[src/rtl/mem_burst_master.sv]
// Burst initiator for a single-port synchronous RAM with 1-cycle read latency.
// Optional activity counters are compiled in when MEM_BURST_PERF_EN is defined.
module mem_burst_master #(
    parameter int ADDR_LEN = 11,
    parameter int LEN_W    = 4
) (
    input  logic                clk,
    input  logic                rst_n,
    input  logic                req_valid,
    output logic                req_ready,
    input  logic                req_write,
    input  logic [ADDR_LEN-1:0] req_addr,
    input  logic [LEN_W-1:0]    req_len,
    input  logic                wdata_valid,
    output logic                wdata_ready,
    input  logic [31:0]         wdata,
    output logic                rdata_valid,
    input  logic                rdata_ready,
    output logic [31:0]         rdata,
    output logic                rdata_last,
    output logic                wr_done,
    output logic [ADDR_LEN-1:0] mem_addr,
    output logic                mem_wr_req,
    output logic [31:0]         mem_wr_data,
    input  logic [31:0]         mem_rd_data
`ifdef MEM_BURST_PERF_EN
    ,
    output logic [31:0]         perf_rd_words,
    output logic [31:0]         perf_wr_words
`endif
);

    typedef enum logic [1:0] {
        ST_IDLE  = 2'd0,
        ST_WRITE = 2'd1,
        ST_READ  = 2'd2,
        ST_DRAIN = 2'd3
    } state_t;

    state_t              state_q, state_d;
    logic [ADDR_LEN-1:0] addr_q, addr_d;
    logic [LEN_W-1:0]    cnt_q, cnt_d;
    logic [1:0]          fifo_cnt_q, fifo_cnt_d;
    logic [1:0]          wr_ptr_q, wr_ptr_d;
    logic [1:0]          rd_ptr_q, rd_ptr_d;
    logic                inflight_q, inflight_d;
    logic                inflight_last_q, inflight_last_d;
    logic                wr_done_q, wr_done_d;
    logic [32:0]         fifo_mem_q [0:2];

    logic wr_accept;
    logic issue;
    logic push;
    logic pop;

    function automatic logic [1:0] ptr_inc(input logic [1:0] p);
        return (p == 2'd2) ? 2'd0 : p + 2'd1;
    endfunction

    // Words already buffered plus the one in flight must leave room for the next return.
    always_comb begin
        wr_accept = (state_q == ST_WRITE) && wdata_valid;
        issue     = (state_q == ST_READ) &&
                    (({1'b0, fifo_cnt_q} + {2'b00, inflight_q}) < 3'd3);
        push      = inflight_q;
        pop       = (fifo_cnt_q != 2'd0) && rdata_ready;
    end

    always_comb begin
        state_d         = state_q;
        addr_d          = addr_q;
        cnt_d           = cnt_q;
        inflight_d      = issue;
        inflight_last_d = issue && (cnt_q == '0);
        wr_done_d       = 1'b0;
        case (state_q)
            ST_IDLE: begin
                if (req_valid) begin
                    addr_d  = req_addr;
                    cnt_d   = req_len;
                    state_d = req_write ? ST_WRITE : ST_READ;
                end
            end
            ST_WRITE: begin
                if (wr_accept) begin
                    addr_d = addr_q + ADDR_LEN'(1);
                    if (cnt_q == '0) begin
                        state_d   = ST_IDLE;
                        wr_done_d = 1'b1;
                    end else begin
                        cnt_d = cnt_q - LEN_W'(1);
                    end
                end
            end
            ST_READ: begin
                if (issue) begin
                    addr_d = addr_q + ADDR_LEN'(1);
                    if (cnt_q == '0) begin
                        state_d = ST_DRAIN;
                    end else begin
                        cnt_d = cnt_q - LEN_W'(1);
                    end
                end
            end
            ST_DRAIN: begin
                if ((fifo_cnt_q == 2'd0) && !inflight_q) begin
                    state_d = ST_IDLE;
                end
            end
            default: state_d = ST_IDLE;
        endcase
    end

    always_comb begin
        wr_ptr_d   = push ? ptr_inc(wr_ptr_q) : wr_ptr_q;
        rd_ptr_d   = pop  ? ptr_inc(rd_ptr_q) : rd_ptr_q;
        fifo_cnt_d = fifo_cnt_q;
        if (push && !pop) begin
            fifo_cnt_d = fifo_cnt_q + 2'd1;
        end else if (pop && !push) begin
            fifo_cnt_d = fifo_cnt_q - 2'd1;
        end
    end

    always_ff @(posedge clk or negedge rst_n) begin
        if (!rst_n) begin
            state_q         <= ST_IDLE;
            addr_q          <= '0;
            cnt_q           <= '0;
            fifo_cnt_q      <= 2'd0;
            wr_ptr_q        <= 2'd0;
            rd_ptr_q        <= 2'd0;
            inflight_q      <= 1'b0;
            inflight_last_q <= 1'b0;
            wr_done_q       <= 1'b0;
        end else begin
            state_q         <= state_d;
            addr_q          <= addr_d;
            cnt_q           <= cnt_d;
            fifo_cnt_q      <= fifo_cnt_d;
            wr_ptr_q        <= wr_ptr_d;
            rd_ptr_q        <= rd_ptr_d;
            inflight_q      <= inflight_d;
            inflight_last_q <= inflight_last_d;
            wr_done_q       <= wr_done_d;
        end
    end

    // Storage needs no reset: the occupancy count alone decides what is valid.
    always_ff @(posedge clk) begin
        if (push) begin
            fifo_mem_q[wr_ptr_q] <= {inflight_last_q, mem_rd_data};
        end
    end

    assign req_ready   = (state_q == ST_IDLE);
    assign wdata_ready = (state_q == ST_WRITE);
    assign mem_wr_req  = wr_accept;
    assign mem_wr_data = wdata;
    assign mem_addr    = addr_q;
    assign rdata_valid = (fifo_cnt_q != 2'd0);
    assign rdata       = fifo_mem_q[rd_ptr_q][31:0];
    assign rdata_last  = rdata_valid && fifo_mem_q[rd_ptr_q][32];
    assign wr_done     = wr_done_q;

`ifdef MEM_BURST_PERF_EN
    logic [31:0] perf_rd_q, perf_rd_d;
    logic [31:0] perf_wr_q, perf_wr_d;

    always_comb begin
        perf_rd_d = perf_rd_q + (issue ? 32'd1 : 32'd0);
        perf_wr_d = perf_wr_q + (wr_accept ? 32'd1 : 32'd0);
    end

    always_ff @(posedge clk or negedge rst_n) begin
        if (!rst_n) begin
            perf_rd_q <= 32'd0;
            perf_wr_q <= 32'd0;
        end else begin
            perf_rd_q <= perf_rd_d;
            perf_wr_q <= perf_wr_d;
        end
    end

    assign perf_rd_words = perf_rd_q;
    assign perf_wr_words = perf_wr_q;
`endif

endmodule

[config.mk]
export PLATFORM = sky130hd
export DESIGN_NAME = mem_burst_master
export DESIGN_NICKNAME = d
export VERILOG_FILES = /design/src/rtl/mem_burst_master.sv
export SDC_FILE = /design/constraint.sdc
export NUM_CORES = 1
export LEC_CHECK = 0
export ABC_AREA = 0
export BUFFER_PORTS_ARGS = -buffer_cell sky130_fd_sc_hd__buf_2
export CORE_MARGIN = 2
export CORE_UTILIZATION = 35
export CTS_BUF_LIST = sky130_fd_sc_hd__clkbuf_8
export CTS_CLUSTER_DIAMETER = 120
export CTS_CLUSTER_SIZE = 25
export DETAILED_ROUTE_END_ITERATION = 8
export PLACE_DENSITY_LB_ADDON = 0.15
export SLEW_MARGIN = 20
export SYNTH_ARGS = -nofsm -noshare
export SYNTH_HDL_FRONTEND = slang
export SYNTH_SLANG_ARGS = --single-unit
export TNS_END_PERCENT = 20
[constraint.sdc]
create_clock -name clk -period 3.6 [get_ports clk]
set_input_delay 0.72 -clock clk [delete_from_list [all_inputs] [get_ports clk]]
set_output_delay 0.72 -clock clk [all_outputs]
set_load 0.02 [all_outputs]
==> results.yml <==
run_status:
  outcome: "finished clean"
die:
  io_pins: 166
  rows: 46
  die_w_um: 130
  start_util: 0.353
  die_y_um: 130
  coreArea_um2: 15700
  design.die.area_um2: 16900
power:
  ir_drop_mv: 0.400
  power_frac_seq: 0.387
  switching_power_mw: 2.19
  p_leak_nw: 2.60
  pwr-share-comb: 0.391
  p_per_area_nw_per_um2: 874
  p_sw_frac: 0.384
  clock_power_share: 0.221
  internal_power_mw: 3.51
sta:
  setup_viol: 0
  finalClockSkew_ns: 0.0108
  finalCritPeriodShare: 0.793
  fin_setup_tns_ns: 0
  fmax_mhz: 350
  slew_headroom: 0.308
  rsz0062_at_grt: "false"
  period_minus_slack_ns: 2.85
  hold_viol_final: 0
  drv_slew: 0
  worst_slew_pin_slew_ns: 1.04
cts:
  cts-buffers-inserted: 17
  path_clk_slew_ns: 0.07
  htree_levels: 4
  clk_path_buf_depth: 2
  postCtsHoldBufs: 0
  cts-root-buf: "clkbuf_8"
  postCtsSetupBuffers: 0
  clock_sinks: 125
  clk_latency_ns: 0.43
  cts_tree: "done"
  cts_resized: 0
logic_synthesis:
  ys_top_cells_by_count: "99 x edfxtp_1, 48 x nand2_1, 35 x mux2i_1, 35 x o21ai_0, 32 x buf_4"
  yosysWarnings: 0
  synth_fp_nets: 511
  ys_async_sr_fraction: 0.208
  synth_area_leader_cell: "edfxtp_1"
  yosysSeqAreaShare: 0.653
  synth_area_um2: 5550
  synthDistinctLibCells: 52
  synth_edf_count: 99
  ys_top_cells_by_area: "edfxtp_1 54%, dfrtp_1 12%, mux2i_1 6.3%, buf_4 4.3%, nand2_1 3.2%"
  synthCells: 415
  ys_seq_elements: 125
  synth_top_flop_cell: "edfxtp_1"
  synth_top_area_frac: 0.535
  yosysMostFrequentCell: "edfxtp_1"
  avgSynthCellArea_um2: 13.4
layout:
  drive_above_1_share: 0.304
  finalNonFillerCells: 720
  n_antenna_cell: 0
  layout.nets: 587
  syn_to_final_growth_pct: 17.4
  num-fill-cells: 1541
global_route:
  antenna_found_initial: 0
  grt_max_degree: 40
  grt_pass1_vias: 3530
  gr-total-overflow: 0
  grt_pass1_wl_um: 17400
  grt_usage: 0.138
route:
  dr.max_layer_used: "met4"
  vias: 3450
  ant_nets: 0
  routed_wirelength_um: 11300
  route.detailed.drc: 0
  met3_length_um: 659
  wl_met1_um: 4740
  drtPass1Iterations: 5
  wl_per_cell_um: 15.7
  drt_iter0_drc: 149
  met2_wirelength_um: 5700
  vias_per_cell: 4.79
flow_run:
  drv_cap: 0
worst_setup_path:
  crit_path_start_kind: "register"
  cp_max_fo: 21
  slowest_delay_ns: 0.67
  end_kind: "output port"
  critPathArrivalTime_ns: 2.13
  required_ns: 2.88
  crit_type: "reg2out"
  crit_chain: "buf_4, mux2i_1, o21ai_0, buf_2"
  cp_slowest_cell: "dfrtp_2"
min_path:
  hold_class: "in2async"
placed_design:
  gp_congestion: 0.701
  io_buffers: 101
  place_inst: 688
  dp_hpwl_um: 7420
==> through the flow <==
stage | setup WS [ns] | instance area, um2 | util | hold slack (ns) | total power [mW]
global placement | 1.04 | 6090 | 0.387 | 0.453 | 4.44
CTS | 0.694 | 6520 | 0.415 | 0.303 | 5.78
floorplan | 0.150 | 5550 | - | 0.424 | 3.86
finish | 0.747 | 6520 | 0.415 | 0.311 | 5.70
detailed placement | 0.999 | 6110 | 0.389 | 0.453 | 4.50
global route | 0.607 | 6520 | 0.415 | 0.334 | 6.09
==> routing by layer <==
metal / vias to the layer above / track usage
li1: 1656 / -
met1: 1670 / 0.158
met2: 108 / 0.237
met3: 16 / 0.0467
met4: 0 / 0.0550
met5: - / 0
==> power groups by stage <==
stage / clock (mW) / sequential, mW / combinational (mW)
floorplan: 0 / 2.16 / 1.70
global placement: 0 / 2.22 / 2.22
detailed placement: 0 / 2.24 / 2.26
CTS: 1.30 / 2.21 / 2.26
global route: 1.36 / 2.26 / 2.47
finish: 1.26 / 2.21 / 2.23
==> cells in the final DEF (no fill, tap or decap), drive strengths merged, types with 3 or more instances in the layout <==
master  synthesis  final
buf            38    108
edfxtp         99     99
nand2          49     49
o21ai          40     40
mux2i          35     35
dfrtp          26     26
clkbuf         13     21
inv            12     15
nor3           12     12
ha             11     11
nor2            9      9
nand3           6      6
a21o            5      5
o22ai           5      5
clkinv          0      5
a221o           4      4
a21oi           3      3
and2            3      3
and4            3      3
nand2b          3      3
bufinv          0      3
mux2            3      3
==> registers in the layout, indices dropped and copies added, names as in the netlist <==
register	count
fifo_mem_q	99
mem_addr	11
cnt_q	4
fifo_cnt_q	2
rd_ptr_q	2
state_q	2
wr_ptr_q	2
inflight_last_q	1
inflight_q	1
wr_done	1
==> logic make-up after synthesis <==
group                    after synthesis  synth area share
XOR/XNOR                               3           0.00473
adder cells (fa/ha/maj)               11            0.0248
multiplexers                          38            0.0692
AND/OR/NAND/NOR                       99            0.0886
flip-flops                           125             0.653
buffers and inverters                 63            0.0654
AO/OA/AOI/OAI                         76            0.0947
==> path summary, 6_finish.rpt <==
check	from	to	slack, ns	cells past startpoint
worst max-delay path	rd_ptr_q[0]	rdata[14]	0.75	4
worst min-delay path	rst_n	mem_addr[8]	0.31	1
worst max register to register	fifo_cnt_q[0]	mem_addr[5]	0.99	6
worst min register to register	inflight_last_q	fifo_mem_q[2][32]	0.47	0
max in group asynchronous	rst_n	rd_ptr_q[1]	2.82	1
min in group clk	inflight_last_q	fifo_mem_q[2][32]	0.47	0
==> final cells by class <==
| cell class | instances | area (um2) | area share |
|---|---|---|---|
| Timing Repair Buffer | 108 | 583 | 0.0894 |
| Clock inverter | 11 | 124 | 0.0190 |
| Multi-Input combinational cell | 227 | 1580 | 0.243 |
| Sequential cell | 125 | 3630 | 0.556 |
| Tap cell | 216 | 270 | 0.0415 |
| Inverter | 12 | 45.0 | 0.00691 |
| Clock buffer | 21 | 289 | 0.0443 |
==> critical path, delay by kind of cell, from the launching register on <==
kind            cells  cell delay, ns
flops               1            0.67
buf+inv             2            0.66
mux                 1            0.12
compound gates      1            0.24
Power figures use the tool's default switching activity.
